**config.mk**
```make
export PLATFORM = sky130hd
export DESIGN_NAME = bank_stream_reader
export DESIGN_NICKNAME = d
export VERILOG_FILES = /design/src/rtl/bank_stream_reader_pkg.sv /design/src/rtl/bank_stream_reader_skid2.sv /design/src/rtl/bank_stream_reader.sv
export SDC_FILE = /design/constraint.sdc
export NUM_CORES = 1
export LEC_CHECK = 0
export CAP_MARGIN = 20
export CORE_ASPECT_RATIO = 1.5
export CORE_MARGIN = 8
export CORE_UTILIZATION = 40
export DETAILED_ROUTE_END_ITERATION = 7
export RECOVER_POWER = 50
export SLEW_MARGIN = 20
export SYNTH_ARGS = -nofsm -noshare
export SYNTH_HDL_FRONTEND = slang
export SYNTH_HIERARCHICAL = 1
export SYNTH_SLANG_ARGS = --single-unit
```
**constraint.sdc**
```tcl
create_clock -name clk -period 4 [get_ports clk]
set_input_delay 0.8 -clock clk [delete_from_list [all_inputs] [get_ports clk]]
set_output_delay 0.8 -clock clk [all_outputs]
set_load 0.01 [all_outputs]
```
**src/rtl/bank_stream_reader_pkg.sv**
```systemverilog
// Shared constants for the bank read-side master: bank muxcodes and FSM encoding.
package bank_stream_reader_pkg;

  localparam logic [1:0] MUX_IFACE = 2'b00;
  localparam logic [1:0] MUX_DATA  = 2'b01;
  localparam logic [1:0] MUX_CTRL  = 2'b10;

  typedef enum logic [1:0] {
    ST_IDLE  = 2'b00,
    ST_RUN   = 2'b01,
    ST_DRAIN = 2'b10
  } state_t;

endpackage

```
**src/rtl/bank_stream_reader_skid2.sv**
```systemverilog
// Two-entry FIFO used as the capture skid between the bank read port and the stream output.
module stream_skid2 #(
  parameter int DW = 65
) (
  input  logic          clk,
  input  logic          rst,
  input  logic          i_push,
  input  logic [DW-1:0] i_data,
  input  logic          i_pop,
  output logic [DW-1:0] o_data,
  output logic [1:0]    o_count
);

  logic [DW-1:0] r_mem [2];
  logic          r_wr_ptr;
  logic          r_rd_ptr;
  logic [1:0]    r_count;
  logic          w_pop;

  // Push is never gated: the issuer only reads when a slot is guaranteed free.
  assign w_pop = i_pop & (r_count != 2'd0);

  // Storage, pointers and occupancy.
  always_ff @(posedge clk) begin
    if (rst) begin
      r_mem[0] <= '0;
      r_mem[1] <= '0;
      r_wr_ptr <= 1'b0;
      r_rd_ptr <= 1'b0;
      r_count  <= 2'd0;
    end else begin
      if (i_push) begin
        r_mem[r_wr_ptr] <= i_data;
        r_wr_ptr        <= ~r_wr_ptr;
      end
      if (w_pop) begin
        r_rd_ptr <= ~r_rd_ptr;
      end
      case ({i_push, w_pop})
        2'b10:   r_count <= r_count + 2'd1;
        2'b01:   r_count <= r_count - 2'd1;
        default: r_count <= r_count;
      endcase
    end
  end

  assign o_data  = r_mem[r_rd_ptr];
  assign o_count = r_count;

endmodule

```
**src/rtl/bank_stream_reader.sv**
```systemverilog
// Strided read master for one data bank: issues reads, captures the 1-cycle-latency
// word into a 2-entry skid and presents it as a valid/ready stream.
module bank_stream_reader
  import bank_stream_reader_pkg::*;
#(
  parameter int         W       = 64,
  parameter int         A       = 10,
  parameter logic [1:0] MUXCODE = MUX_DATA
) (
  input  logic         clk,
  input  logic         rst,
  input  logic         cmd_valid,
  output logic         cmd_ready,
  input  logic [A-1:0] cmd_base,
  input  logic [A-1:0] cmd_stride,
  input  logic [A:0]   cmd_len,
  output logic         rd_en,
  output logic [A-1:0] rd_addr,
  output logic [1:0]   rd_muxcode,
  input  logic [W-1:0] rdd_word,
  output logic         out_valid,
  input  logic         out_ready,
  output logic [W-1:0] out_data,
  output logic         out_last,
  output logic         done
);

  state_t       r_state;
  state_t       w_next_state;
  logic         r_cmd_ready;
  logic         r_done;
  logic         r_pend;
  logic         r_pend_last;
  logic [A-1:0] r_addr;
  logic [A-1:0] r_stride;
  logic [A:0]   r_len;
  logic [A:0]   r_issued;
  logic         w_accept;
  logic         w_issue;
  logic         w_final_issue;
  logic         w_pop;
  logic [1:0]   w_count;
  logic [W:0]   w_head;
  logic [2:0]   w_occ;

  assign w_accept = cmd_valid & r_cmd_ready;
  assign w_pop    = out_valid & out_ready;
  // A word popped this cycle frees its slot in time for a read issued now.
  assign w_occ    = {1'b0, w_count} + {2'b00, r_pend} - {2'b00, w_pop};

  // State register.
  always_ff @(posedge clk) begin
    if (rst) begin
      r_state <= ST_IDLE;
    end else begin
      r_state <= w_next_state;
    end
  end

  // Next-state logic.
  always_comb begin
    w_next_state = r_state;
    case (r_state)
      ST_IDLE: begin
        if (w_accept && (cmd_len != '0)) w_next_state = ST_RUN;
        else                             w_next_state = ST_IDLE;
      end
      ST_RUN: begin
        if (w_final_issue) w_next_state = ST_DRAIN;
        else               w_next_state = ST_RUN;
      end
      ST_DRAIN: begin
        if (w_pop && w_head[W]) w_next_state = ST_IDLE;
        else                    w_next_state = ST_DRAIN;
      end
      default: w_next_state = ST_IDLE;
    endcase
  end

  // Output logic: read issue and final-read detect.
  always_comb begin
    w_issue       = 1'b0;
    w_final_issue = 1'b0;
    if ((r_state == ST_RUN) && (r_issued != r_len) && (w_occ < 3'd2)) begin
      w_issue       = 1'b1;
      w_final_issue = (r_issued == (r_len - {{A{1'b0}}, 1'b1}));
    end else begin
      w_issue       = 1'b0;
      w_final_issue = 1'b0;
    end
  end

  // Command capture, address generation, in-flight tracking and done pulse.
  always_ff @(posedge clk) begin
    if (rst) begin
      r_cmd_ready <= 1'b0;
      r_done      <= 1'b0;
      r_pend      <= 1'b0;
      r_pend_last <= 1'b0;
      r_addr      <= '0;
      r_stride    <= '0;
      r_len       <= '0;
      r_issued    <= '0;
    end else begin
      r_cmd_ready <= (w_next_state == ST_IDLE);
      r_done      <= (w_accept & (cmd_len == '0)) | (w_pop & w_head[W]);
      r_pend      <= w_issue;
      r_pend_last <= w_final_issue;
      if (w_accept) begin
        r_addr   <= cmd_base;
        r_stride <= cmd_stride;
        r_len    <= cmd_len;
        r_issued <= '0;
      end else if (w_issue) begin
        r_addr   <= r_addr + r_stride;
        r_issued <= r_issued + {{A{1'b0}}, 1'b1};
      end
    end
  end

  stream_skid2 #(.DW(W + 1)) u_skid (
    .clk     (clk),
    .rst     (rst),
    .i_push  (r_pend),
    .i_data  ({r_pend_last, rdd_word}),
    .i_pop   (w_pop),
    .o_data  (w_head),
    .o_count (w_count)
  );

  assign cmd_ready  = r_cmd_ready;
  assign rd_en      = w_issue;
  assign rd_addr    = r_addr;
  assign rd_muxcode = MUXCODE;
  assign out_valid  = (w_count != 2'd0);
  assign out_data   = w_head[W-1:0];
  assign out_last   = w_head[W];
  assign done       = r_done;

endmodule

```
# [Word-level counts from Yosys, hierarchy flattened]
# Memory sizes are Yosys's and may differ from the RTL's. A register that Yosys moved wholly into a read port is not among the register bits.
# Cells that the tools add are included.
[totals] memories=1 input_bits=99 wordCells=67 ff_bits=52 ramBits=130
[memory_table] name="u_skid.r_mem" words=2 width=65 read_ports=1 rd_ports_with_merged_regs=1 write_ports=2 line="bank_stream_reader_skid2.sv:14" text="logic [DW-1:0] r_mem [2];"
[op_classes] muxes=19 bitwise=8 reduce_logical=13 n_eq_ne=6 n_addsub=7 n_lt_le_gt_ge=1
[op_table] op="65-bit two-way mux" n=1
[op_table] op="65-bit OR reduction" n=1
[op_table] op="10-bit two-way mux" n=2
[op_table] op="1-bit two-way mux" n=12
[op_table] op="11-bit by 1-bit adder with 11-bit output, second input constant" n=1
[op_table] op="11-bit == test" n=1
[op_table] op="11-bit zero test" n=1
[op_table] op="11-bit != test" n=1
[op_table] op="11-bit nonzero test" n=1
[op_table] op="11-bit by 1-bit subtractor with 11-bit output, second input constant" n=1
[op_table] op="10-bit adder" n=1
[op_table] op="2-bit one-hot mux with 3 select lines" n=1
[op_table] op="2-bit nonzero test" n=3
[op_table] op="1-bit bitwise AND" n=5
[op_table] op="2-bit by 1-bit == test with 1-bit output, second input constant" n=2
[op_table] op="2-bit == test, second input constant" n=2
[op_table] op="1-bit logical AND" n=4
[op_table] op="2-bit zero test" n=2
[op_table] op="2-bit two-way mux" n=2
[op_table] op="2-bit one-hot mux with 2 select lines" n=1
[op_table] op="2-bit by 1-bit adder with 3-bit output" n=1
[op_table] op="3-bit by 2-bit less-than comparator with 1-bit output, second input constant" n=1
[op_table] op="3-bit by 1-bit subtractor with 3-bit output" n=1
[op_table] op="2-bit by 1-bit adder with 2-bit output, second input constant" n=1
[op_table] op="other kinds (4)" n=5

# [Logic depth before layout (Yosys ltp)]
[depth] depth_word=9 mapped_depth=12 depth_no_buf=11

# [Cells and area by module]
# The synthesis kept the hierarchy.
[by_module_without_submodules] mod="stream_skid2" cells_per_inst=442 area_each_um2=5878.1 n_inst=1
[by_module_without_submodules] mod="bank_stream_reader" cells_per_inst=360 area_each_um2=2894.0 n_inst=1

# [Worst setup path after synthesis]
# Ideal clock, no wire load.
[synth_path] kind="input port to output port" startpoint="input port out_ready" endpoint="output port rd_en" slack_ns=0.579 t_arrival_ns=2.621 n_path_buf=1 path_stages=9 path_cell_list="and2_1 ha_1 nand2b_1 fa_1 xor2_1 nor3_2 nand2_4 inv_2 buf_6"
[synth_between] elab_chain_cells=5
[synth_rtl] item="start: declaration" line="bank_stream_reader.sv:22" text="input logic out_ready,"
[synth_rtl] item="1-bit bitwise AND" line="bank_stream_reader.sv:47" text="assign w_pop = out_valid & out_ready;"
[synth_rtl] item="3-bit by 1-bit subtractor with 3-bit output" line="bank_stream_reader.sv:49" text="assign w_occ = {1'b0, w_count} + {2'b00, r_pend} - {2'b00, w_pop};"
[synth_rtl] item="3-bit by 2-bit less-than comparator with 1-bit output" line="bank_stream_reader.sv:84" text="if ((r_state == ST_RUN) && (r_issued != r_len) && (w_occ < 3'd2)) begin"
[synth_rtl] item="1-bit logical AND" line="bank_stream_reader.sv:84"
[synth_rtl] item="1-bit two-way mux" line="bank_stream_reader.sv:84"
[synth_rtl] item="end: declaration" line="bank_stream_reader.sv:17" text="output logic rd_en,"
# Every way passes these cells.

# [Worst setup path in the final report]
[layout_path] startpoint="input port out_ready" endpoint="output port rd_en"
[layout_between] elab_chain_cells=5
[layout_rtl] item="1-bit bitwise AND" line="bank_stream_reader.sv:47"
[layout_rtl] item="net w_pop" line="bank_stream_reader.sv:41" text="logic w_pop;"
[layout_rtl] item="3-bit by 1-bit subtractor with 3-bit output" line="bank_stream_reader.sv:49"
[layout_rtl] item="3-bit by 2-bit less-than comparator with 1-bit output" line="bank_stream_reader.sv:84"
[layout_rtl] item="1-bit logical AND" line="bank_stream_reader.sv:84"
[layout_rtl] item="1-bit two-way mux" line="bank_stream_reader.sv:84"
# The timed path passes the listed nets, and every way through them passes these cells.

==> impl_metrics.yaml <==
status:
  status: "finished with violations"
  violations: "capacitance limit, slew limit"
setup_path:
  arrival_ps: 2970
  critical_path.max_fanout: 2
  crit-reg2reg-launch: "u_skid/o_count[1]$_SDFFE_PP0P_"
  endpoint_kind: "output port"
  cp_data_required_time_ps: 3200
  worstReg2RegEnd: "r_issued[5]$_SDFFE_PP0P_"
  worstPathCellList: "clkdlybuf4s50_1 -> and2_1 -> ha_1 -> nand2b_1 -> fa_1 -> nand2_1 -> nor3_2 -> nand2_4 -> inv_2 -> dlygate4sd2_1"
  critPathMaxStageDelay_ps: 480
  reg2reg_setup_slack_ps: 930
  setup.worst_path.end: "rd_en"
  critPathSlowestCell: "fa_1"
  critPathLaunchType: "primary input"
  worst-r2r-cell-count: 11
  critPathKind: "in2out"
  critPathLaunch: "out_ready"
  worst-path-buf-inv: 3
  path_delay_family: "adder cells"
  critical_path_depth: 10
synthesis:
  synth_warnings: 6
  synth.lib_cells_used.distinct: 62
  post_synthesis_register_bit_count: 183
  synth_enable_flop_cells: 130
  synth_top_flop_cell: "edfxtp_1"
  syn_inst: 802
  mappedNetlistArea_sq_um: 8772
  synth.yosys.seq_area_share_pct: 56.60
  postSynth.asyncResetShare_pct: 0
  syn-num-nets: 916
  synth.avg_cell_area_sq_um: 10.94
timing:
  timing.slew.headroom_pct: -13.22
  skew_ps: 9.870
  report.final.slew_viol_count: 161
  finalCritPeriodShare_pct: 94.27
  finalSetupViolations: 0
  final_period_minus_worst_setup_slack_ps: 3771
  rsz_0062_raised_after_global_routing: "no"
  hold_ws_ps: 460.9
  worst-slew-pin-transition_ps: 1698
  hold_viol: 0
  setup_tns_ps: 0
  peak_freq_ghz: 0.2652
detailed_routing:
  routed_wire_length_per_instance_um: 17.68
  routed-via-count: 6345
  first_pass_iters: 4
  drt-initial-drc-count: 306
  wirelength_mm: 22.08
  final_antenna_net_count: 0
  detail_route.vias_per_cell: 5.080
  remaining_drc_errors: 0
finish:
  num-nets-final: 1079
  antenna_cells: 0
  filler_cell_count: 1974
  layout_common_cells: "174 x clkdlybuf4s50_1, 152 x nor2_1, 130 x edfxtp_1"
  post-route-util_pct: 52.42
  area_growth_syn_to_layout_pct: 29.28
  design_area_sq_um: 11340
  layout-drive-gt1-share_pct: 12.59
  layout.cells.most_common: "clkdlybuf4s50_1"
  finalNonFillerCells: 1249
floorplan:
  floorplan.die_area_sq_um: 27020
  floorplan.io_pins: 180
  floorplan.die.height_um: 197.4
  floorplan.die.width_um: 136.9
  start_util_pct: 40.54
  floorplan.rows: 66
  placeableCoreArea_sq_um: 21640
clock_network:
  clockRootBuffer: "clkbuf_16"
  htree_levels: 4
  cts_made_buffers: 17
  cts_resized: 1
  numClockSinks: 183
  clock_tree.buffer_depth: 2
  cts-hold-fix-buffers: 0
  number_of_setup_buffers_added_after_cts: 0
  cts_tree: "built"
  cts.reportedPaths.clkPinSlew_ps: 60
  clock_latency_ps: 430
global_routing:
  grt_usage_pct: 16.29
  grt.overflow.total: 0
  first_global_vias: 6445
  global_route_wire_length_before_repair_mm: 34.09
  number_of_antenna_violations_at_the_first_check_in_global_routing: 1
  grt_start_max_net_pins: 67
worst_hold_path:
  min_path_type: "reg2reg"
  min_path_cells: 2
power:
  power_density_nw_per_um2: 387.9
  peakVddDrop_uv: 272.8
  total_leakage_power_nw: 4.062
placement:
  gp_routability_congestion: 0.7733
  place_area_sq_um: 10790
  port_buffers: 177
  dp_cells: 1218
  hpwlAfterDp_mm: 14.99
run:
  maxCapViolations: 3
## cells by family (layout without fill, tap and decap cells)
kind of cell             after synthesis  in the layout  share of synthesized area (%)
flip-flops                           183            183                          56.60
AND/OR/NAND/NOR                      343            343                          18.69
AO/OA/AOI/OAI                         98             98                          7.203
XOR/XNOR                              30             30                          2.995
multiplexers                          67             67                          8.572
buffers and inverters                 64            239                          3.552
adder cells (fa/ha/maj)               15             15                          2.311
other                                  2              2                        0.08561
## routing by layer
metal / wire, um / part of all wire (%) / up-vias / GRT usage, %
li1: - / - / 3112 / -
met1: 8988 / 41 / 3028 / 18.30
met2: 11370 / 52 / 171 / 28.82
met3: 1207 / 5.5 / 32 / 3.844
met4: 493 / 2.2 / 2 / 6.624
met5: 15 / 0.068 / - / 0
## cells in the mapped netlist, drive strengths merged, types with 3 or more instances
master / count / area share [%]
a21oi: 40 / 2.3
a31oi: 9 / 0.64
and2: 5 / 0.39
and3: 3 / 0.21
buf: 28 / 2.0
clkbuf: 21 / 0.90
dfxtp: 53 / 12
edfxtp: 130 / 45
ha: 13 / 1.9
inv: 15 / 0.64
mux2: 65 / 8.3
nand2: 72 / 3.2
nand2b: 69 / 4.9
nand3: 10 / 0.57
nand4: 7 / 0.50
nor2: 152 / 6.5
nor3: 5 / 0.34
o2111ai: 3 / 0.37
o211ai: 9 / 0.77
o21a: 3 / 0.26
o21ai: 13 / 0.74
o31ai: 6 / 0.51
or3: 8 / 0.63
or4: 3 / 0.31
xnor2: 20 / 2.0
xor2: 10 / 1.0
## tightest hold or removal path, stage by stage (launching register included)
cell and delay [ps]:
dfxtp_1 310, nand2_1 50, a21oi_1 50
## final cells by class
| class | count | area, sq um | area share [%] |
|---|---|---|---|
| repair buffers | 193 | 1894 | 16.70 |
| inverters | 15 | 56.30 | 0.4965 |
| flip-flops and latches | 183 | 4966 | 43.79 |
| clock inverters | 14 | 157.7 | 1.390 |
| well taps | 272 | 340.3 | 3.001 |
| multi-input cells | 555 | 3501 | 30.87 |
| clock buffers | 17 | 425.4 | 3.751 |
## state kept, by name, indices dropped and copies added (netlist names), named ones only
signal and cells:
cmd_ready 1, done 1, r_issued 11, r_len 11
r_pend 1, r_pend_last 1, r_state 2, r_stride 10
rd_addr 10, u_skid/o_count 2, u_skid/r_mem 130, u_skid/r_rd_ptr 1
u_skid/r_wr_ptr 1
## how the worst min path moves through the flow
| stage | start | to | slack [ps] |
|---|---|---|---|
| floorplan | r_stride[0]$_SDFFE_PP0P_ | r_stride[0]$_SDFFE_PP0P_ | 440 |
| global placement | r_stride[6]$_SDFFE_PP0P_ | r_stride[6]$_SDFFE_PP0P_ | 450 |
| detailed placement | r_stride[8]$_SDFFE_PP0P_ | r_stride[8]$_SDFFE_PP0P_ | 460 |
| CTS | r_stride[8]$_SDFFE_PP0P_ | r_stride[8]$_SDFFE_PP0P_ | 470 |
| global route | r_stride[7]$_SDFFE_PP0P_ | r_stride[7]$_SDFFE_PP0P_ | 480 |
| finish | r_stride[4]$_SDFFE_PP0P_ | r_stride[4]$_SDFFE_PP0P_ | 460 |
## through the flow
step | total power, mW | worst slack [ps]
after floorplan | 2.482 | 578.7
after global placement | 2.765 | -75.73
after detailed placement | 2.769 | -88.97
after CTS | 4.454 | 205.7
after global routing | 4.561 | 140.5
final | 4.399 | 229.1
## power breakdown
| part | switching (mW) | internal (mW) |
|---|---|---|
| combinational | 0.270 | 0.296 |
| clock | 0.709 | 0.973 |
| sequential | 0.0395 | 2.11 |
| total | 1.02 | 3.38 |
Note: power is estimated with default switching activity, not from simulation.
